===== config.mk =====
export PLATFORM = sky130hd
export DESIGN_NAME = scsp_lfo_bank
export DESIGN_NICKNAME = d
export VERILOG_FILES = /design/src/rtl/scsp_lfo_bank.sv
export SDC_FILE = /design/constraint.sdc
export NUM_CORES = 1
export LEC_CHECK = 0
export CORE_UTILIZATION = 55
export CTS_BUF_LIST = sky130_fd_sc_hd__clkbuf_8
export DETAILED_ROUTE_END_ITERATION = 8
export PLACE_DENSITY = 0.76
export SYNTH_ARGS = -nofsm -noshare
export SYNTH_HDL_FRONTEND = slang
export SYNTH_SLANG_ARGS = --single-unit

===== constraint.sdc =====
create_clock -name CLK -period 10.5 [get_ports CLK]
set_clock_uncertainty 0.1 [all_clocks]
set_input_delay 1.575 -clock CLK [delete_from_list [all_inputs] [get_ports CLK]]
set_output_delay 1.575 -clock CLK [all_outputs]
set_load 0.02 [all_outputs]

===== src/rtl/scsp_lfo_bank.sv =====
// Time-multiplexed SCSP LFO engine: per-slot phase/divider state lives in RAM and one
// slot is advanced per accepted request through a two-stage pipeline.
module scsp_lfo_bank #(
    parameter int          SLOTS      = 32,
    parameter logic [15:0] NOISE_SEED = 16'h0001,
    parameter bit          KON_SYNC   = 1'b1,
    localparam int         SW         = (SLOTS > 1) ? $clog2(SLOTS) : 1
) (
    input  logic          CLK,
    input  logic          RST_N,
    input  logic          CE,
    input  logic          REQ,
    input  logic [SW-1:0] REQ_SLOT,
    input  logic          LFORE,
    input  logic          KON,
    input  logic [4:0]    LFOF,
    input  logic [1:0]    PLFOWS,
    input  logic [2:0]    PLFOS,
    input  logic [1:0]    ALFOWS,
    input  logic [2:0]    ALFOS,
    output logic          BUSY,
    output logic          OUT_VALID,
    output logic [SW-1:0] OUT_SLOT,
    output logic [7:0]    ALFO,
    output logic [7:0]    PLFO
);
    localparam logic [0:0] ST_CLEAR = 1'b0;
    localparam logic [0:0] ST_RUN   = 1'b1;

    typedef struct packed {
        logic          valid;
        logic [SW-1:0] slot;
        logic          lfore;
        logic          kon;
        logic [4:0]    lfof;
        logic [1:0]    pitch_ws;
        logic [2:0]    pitch_depth;
        logic [1:0]    amp_ws;
        logic [2:0]    amp_depth;
        logic [7:0]    noise;
        logic [7:0]    phase;
        logic [9:0]    divcnt;
    } s1_t;

    logic [7:0]    phase_mem [SLOTS];
    logic [9:0]    div_mem   [SLOTS];

    logic [0:0]    state_q, state_d;
    logic [SW-1:0] clr_ptr_q, clr_ptr_d;
    logic [15:0]   lfsr_q, lfsr_d;
    s1_t           s1_q, s1_d;
    logic          out_valid_q, out_valid_d;
    logic [SW-1:0] out_slot_q, out_slot_d;
    logic [7:0]    alfo_q, alfo_d;
    logic [7:0]    plfo_q, plfo_d;

    logic          accept;
    logic          fwd;
    logic          fb;
    logic          mem_we;
    logic [SW-1:0] mem_addr;
    logic [7:0]    mem_phase_wd;
    logic [9:0]    mem_div_wd;
    logic [3:0]    rl_base;
    logic [11:0]   rl_shift;
    logic [9:0]    reload;
    logic [7:0]    p;
    logic [7:0]    wa;
    logic [7:0]    wp;
    logic signed [7:0] wp_s;
    logic signed [7:0] plfo_sh;
    logic [7:0]    alfo_calc;
    logic [7:0]    plfo_calc;
    logic [7:0]    new_phase;
    logic [9:0]    new_div;

    assign BUSY      = (state_q == ST_CLEAR);
    assign OUT_VALID = out_valid_q;
    assign OUT_SLOT  = out_slot_q;
    assign ALFO      = alfo_q;
    assign PLFO      = plfo_q;

    assign accept = CE && REQ && (state_q == ST_RUN);
    assign fb     = lfsr_q[15] ^ lfsr_q[13] ^ lfsr_q[12] ^ lfsr_q[10];

    // Stage 2: waveform shaping and per-slot state update from the pre-update phase.
    always_comb begin
        rl_base  = {1'b0, ~{1'b0, s1_q.lfof[1:0]}} + 4'd1;
        rl_shift = ({8'd0, rl_base} << 7) >> s1_q.lfof[4:2];
        reload   = 10'(rl_shift - 12'd5);
        p        = s1_q.phase;

        case (s1_q.amp_ws)
            2'd0:    wa = p;
            2'd1:    wa = {8{p[7]}};
            2'd2:    wa = {p[6:0] ^ {7{p[7]}}, 1'b0};
            default: wa = s1_q.noise;
        endcase
        alfo_calc = (s1_q.amp_depth == 3'd0) ? 8'd0 : ((wa & 8'hFE) >> (3'd7 - s1_q.amp_depth));

        case (s1_q.pitch_ws)
            2'd0:    wp = p;
            2'd1:    wp = {p[7], {7{~p[7]}}};
            2'd2:    wp = {{1'b0, p[5:0] ^ {6{p[6]}}} ^ {7{p[7]}}, 1'b0};
            default: wp = s1_q.noise ^ 8'h80;
        endcase
        // Shift kept in its own signed statement so the ternary cannot force it unsigned.
        wp_s      = wp & 8'hFE;
        plfo_sh   = wp_s >>> (3'd7 - s1_q.pitch_depth);
        plfo_calc = (s1_q.pitch_depth == 3'd0) ? 8'd0 : plfo_sh;

        if (s1_q.lfore || (s1_q.kon && KON_SYNC)) begin
            new_phase = 8'd0;
            new_div   = reload;
        end else if (s1_q.divcnt == 10'd0) begin
            new_phase = p + 8'd1;
            new_div   = reload;
        end else begin
            new_phase = p;
            new_div   = s1_q.divcnt - 10'd1;
        end
    end

    // FSM, RAM write port (clear sweep or stage-2 writeback) and noise LFSR.
    always_comb begin
        state_d      = state_q;
        clr_ptr_d    = clr_ptr_q;
        lfsr_d       = lfsr_q;
        mem_we       = 1'b0;
        mem_addr     = clr_ptr_q;
        mem_phase_wd = 8'd0;
        mem_div_wd   = 10'd0;
        if (CE) begin
            if (state_q == ST_CLEAR) begin
                mem_we = 1'b1;
                if (clr_ptr_q == SW'(SLOTS - 1)) begin
                    state_d   = ST_RUN;
                    clr_ptr_d = '0;
                end else begin
                    clr_ptr_d = clr_ptr_q + SW'(1);
                end
            end else if (s1_q.valid) begin
                mem_we       = 1'b1;
                mem_addr     = s1_q.slot;
                mem_phase_wd = new_phase;
                mem_div_wd   = new_div;
            end
            if (accept) begin
                lfsr_d = {lfsr_q[14:0], fb};
            end
        end
    end

    // Stage 1 capture with same-slot forwarding from the write happening this edge.
    always_comb begin
        s1_d        = s1_q;
        out_valid_d = out_valid_q;
        out_slot_d  = out_slot_q;
        alfo_d      = alfo_q;
        plfo_d      = plfo_q;
        fwd         = s1_q.valid && (s1_q.slot == REQ_SLOT);
        if (CE) begin
            s1_d.valid = accept;
            if (accept) begin
                s1_d.slot        = REQ_SLOT;
                s1_d.lfore       = LFORE;
                s1_d.kon         = KON;
                s1_d.lfof        = LFOF;
                s1_d.pitch_ws    = PLFOWS;
                s1_d.pitch_depth = PLFOS;
                s1_d.amp_ws      = ALFOWS;
                s1_d.amp_depth   = ALFOS;
                s1_d.noise       = lfsr_q[15:8];
                s1_d.phase       = fwd ? new_phase : phase_mem[REQ_SLOT];
                s1_d.divcnt      = fwd ? new_div : div_mem[REQ_SLOT];
            end
            out_valid_d = s1_q.valid;
            if (s1_q.valid) begin
                out_slot_d = s1_q.slot;
                alfo_d     = alfo_calc;
                plfo_d     = plfo_calc;
            end
        end
    end

    always_ff @(posedge CLK or negedge RST_N) begin
        if (!RST_N) begin
            state_q     <= ST_CLEAR;
            clr_ptr_q   <= '0;
            lfsr_q      <= NOISE_SEED;
            s1_q        <= '0;
            out_valid_q <= 1'b0;
            out_slot_q  <= '0;
            alfo_q      <= 8'd0;
            plfo_q      <= 8'd0;
        end else begin
            state_q     <= state_d;
            clr_ptr_q   <= clr_ptr_d;
            lfsr_q      <= lfsr_d;
            s1_q        <= s1_d;
            out_valid_q <= out_valid_d;
            out_slot_q  <= out_slot_d;
            alfo_q      <= alfo_d;
            plfo_q      <= plfo_d;
        end
    end

    always_ff @(posedge CLK) begin
        if (mem_we) begin
            phase_mem[mem_addr] <= mem_phase_wd;
            div_mem[mem_addr]   <= mem_div_wd;
        end
    end
endmodule


==> results.yml <==
critical_path:
  end_kind: "register"
  cp-start-kind: "primary input"
  path_delay_family: "simple AND/OR/NAND/NOR gates"
  path_class: "in2reg"
  crit_chain: "clkdlybuf4s50_1 > and3_1 > mux2i_1 > nand3_1 > nor2_2"
  worstPathArrival_ns: 5.42
  critPathRequiredTime_ns: 10.72
  r2r_start: "s1_q[36]"
  max_stage_delay_ns: 1.08
  crit_buf_inv: 1
  crit_slowest_cell: "nor2_2"
  crit_start: "CE"
  crit_fanout: 18
floorplan:
  die_w_um: 227
  core_area_um2: 50100
  num_rows: 82
  io_pins: 49
  die_h_um: 227
  die_area_um2: 51600
  initial_core_util: 0.557
detailed_routing:
  remaining_drc_errors: 0
  drtAntennaViolNets: 0
  first_iter_violations: 1886
  drt-pass1-iter-count: 5
  wl_per_cell_um: 26.7
  num_vias: 15800
  avgViaCountPerCell: 6.30
  drt-total-wl_mm: 66.8
sta:
  grt_setup_unrepaired: "false"
  max_slew_margin: 0.131
  setup_violations: 0
  max_freq_mhz: 193
  worstMarginPinSlew_ns: 1.30
  min_period_over_period: 0.494
  tns_ns: 0
  slew_violations: 0
  final-hold-violation-count: 0
  fin_crit_ns: 5.19
clock_tree:
  cts_buffers: 103
  cts_setup_buffers: 0
  cts_buffer_depth: 3
  cts_tree: "yes"
  cts_sinks: 662
  ctsResizeCount: 0
  insertion_delay_ns: 0.71
  htreeDepth: 3
  clkTransAtPathRegs_ns: 0.07
  cts_hold_buf: 0
  cts-root-buf: "clkbuf_8"
global_routing:
  antenna_found_initial: 2
  grt_max_degree: 80
  grt-ovfl-total: 0
  grt_pass1_wl_mm: 99.6
  grt_pass1_vias: 15500
  track_usage: 0.268
layout:
  area_growth_pct: 11.8
  drive_above_1_share: 0.211
  fin_area_um2: 31200
  fin_nets: 1780
placed_design:
  portBuffers: 48
  placed_area_um2: 29000
  dp_hpwl_mm: 41.0
  gp_congestion: 1.04
synth:
  synth.distinct_cells: 75
  syn_area_um2: 27900
  synthesis.nets: 1707
  ys_seq_area_frac: 0.697
  synth_edf_count: 576
  yosysWarnings: 0
  synth_flop_cell: "edfxtp_1"
  synthArstFlopShare: 0.130
  syn_avg_cell_area_um2: 16.7
  syn_inst: 1673
  synth-seq-cells: 662
pwr:
  power_density_nw_per_um2: 192
  leakagePower_uw: 0.0108
  irDropWorstVdd_mv: 0.156
  total_power_uw: 5980
outcome:
  status: "completed"
run:
  drv_cap: 0
hold_path:
  hold_path_class: "reg2reg"
  hold_start: "lfsr_q[3]"
[synthesized netlist by cell type (3+ instances only)]
cell type	number	area (um^2)
buf_6	4	45.0
nor2_1	88	330
nand3b_1	11	82.6
ha_1	8	100
buf_1	11	41.3
mux2i_1	79	791
a22oi_1	14	105
and2_1	3	18.8
a211oi_1	15	113
a21o_1	6	45.0
o31ai_1	6	45.0
a22o_1	9	78.8
a31o_2	3	26.3
clkbuf_1	40	150
and3_1	10	62.6
nor3_1	22	110
o22ai_1	5	31.3
inv_1	19	71.3
nand4_1	10	62.6
dfrtp_1	85	2130
o211ai_1	11	82.6
edfxtp_1	576	17300
buf_2	34	170
buf_4	11	82.6
or3b_2	3	26.3
a21oi_1	30	150
nor2b_1	10	62.6
o21ai_0	56	280
a31oi_1	11	68.8
o2111ai_1	7	61.3
a21boi_0	5	37.5
xnor2_1	21	184
xor2_1	5	43.8
nand2b_1	13	81.3
mux2_2	7	78.8
nand2_1	199	747
a221oi_1	3	26.3
mux2i_4	3	67.6
nand3_1	28	140
mux4_2	147	3310
[power by group]
group | switching (uW) | internal, uW | leakage [uW]
logic | 395 | 266 | 0.00316
registers | 94.7 | 2950 | 0.00644
clock network | 1020 | 1250 | 0.00123
[metal layers]
| layer | up-vias | global-route usage | wire (um) |
|---|---|---|---|
| met1 | 8034 | 0.379 | 26500 |
| met3 | 168 | 0.0707 | 6990 |
| met2 | 850 | 0.394 | 30100 |
| met4 | 0 | 0.124 | 3230 |
| met5 | - | 0 | 0 |
| li1 | 6733 | - | - |
[sequential cells by signal, indices dropped and copies added, names as in the netlist]
register and flops:
ALFO 8, OUT_VALID 1, clr_ptr_q 5, p 8, s1_q 35, PLFO 8, phase_mem 256, OUT_SLOT 5
state_q 1, div_mem 320, lfsr_q 15
[tightest hold or removal path, stage by stage, from the launching register on]
cell and delay, ns:
dfrtp_1 0.34, nand2_1 0.05, nand2_1 0.05
[area by class of cell]
class                           count  area [um^2]
Sequential cell                   662        19400
Fill cell                        3548        18900
Multi-Input combinational cell    889         8010
Clock buffer                      113         1560
Tap cell                          672          841
Clock inverter                     78          628
Timing Repair Buffer               68          621
Inverter                           22         82.6
Antenna cell                        1         2.50
[cells in the final DEF (no fill, tap or decap), types with 22 or more instances in the layout]
cell             Yosys  final
edfxtp_1           576    576
nand2_1            199    199
mux4_2             147    147
clkbuf_8             0    114
dfrtp_1             85     85
mux2i_1             79     79
o21ai_0             56     56
nor2_1              88     53
inv_1               19     50
clkdlybuf4s50_1      0     42
nor2_2               1     35
a21oi_1             30     28
nand3_1             28     27
buf_4               11     22
[through the flow]
stage          worst slack (ns)  instances  hold slack, ns   util
2_1_floorplan              6.33       1673           0.339      -
3_5_place_dp               4.66       2313           0.358  0.579
4_1_cts                    5.39       2504           0.369  0.623
6_report                   5.31       2505           0.368  0.623
3_3_place_gp               4.92       2313           0.348  0.579
5_1_grt                    5.15       2505           0.384  0.623
[cells by family after synthesis]
| family | share of synthesized area |
|---|---|
| flip-flops | 0.697 |
| AND/OR/NAND/NOR | 0.0682 |
| multiplexers | 0.152 |
| AO/OA/AOI/OAI | 0.0472 |
| buffers and inverters | 0.0205 |
| XOR/XNOR | 0.0109 |
| adder cells (fa/ha/maj) | 0.00359 |
[worst paths after layout]
path | cells after the start | endpoint | slack [ns]
min reg2reg | 2 | lfsr_q[4] | 0.37
max in group asynchronous | 2 | lfsr_q[2] | 8.53
min in group asynchronous | 1 | s1_q[9] | 0.77
max reg2reg | 12 | s1_q[8] | 6.49
max | 5 | phase_mem[17][1] | 5.31
min | 2 | lfsr_q[4] | 0.37
Note: power is estimated with default switching activity, not from simulation.
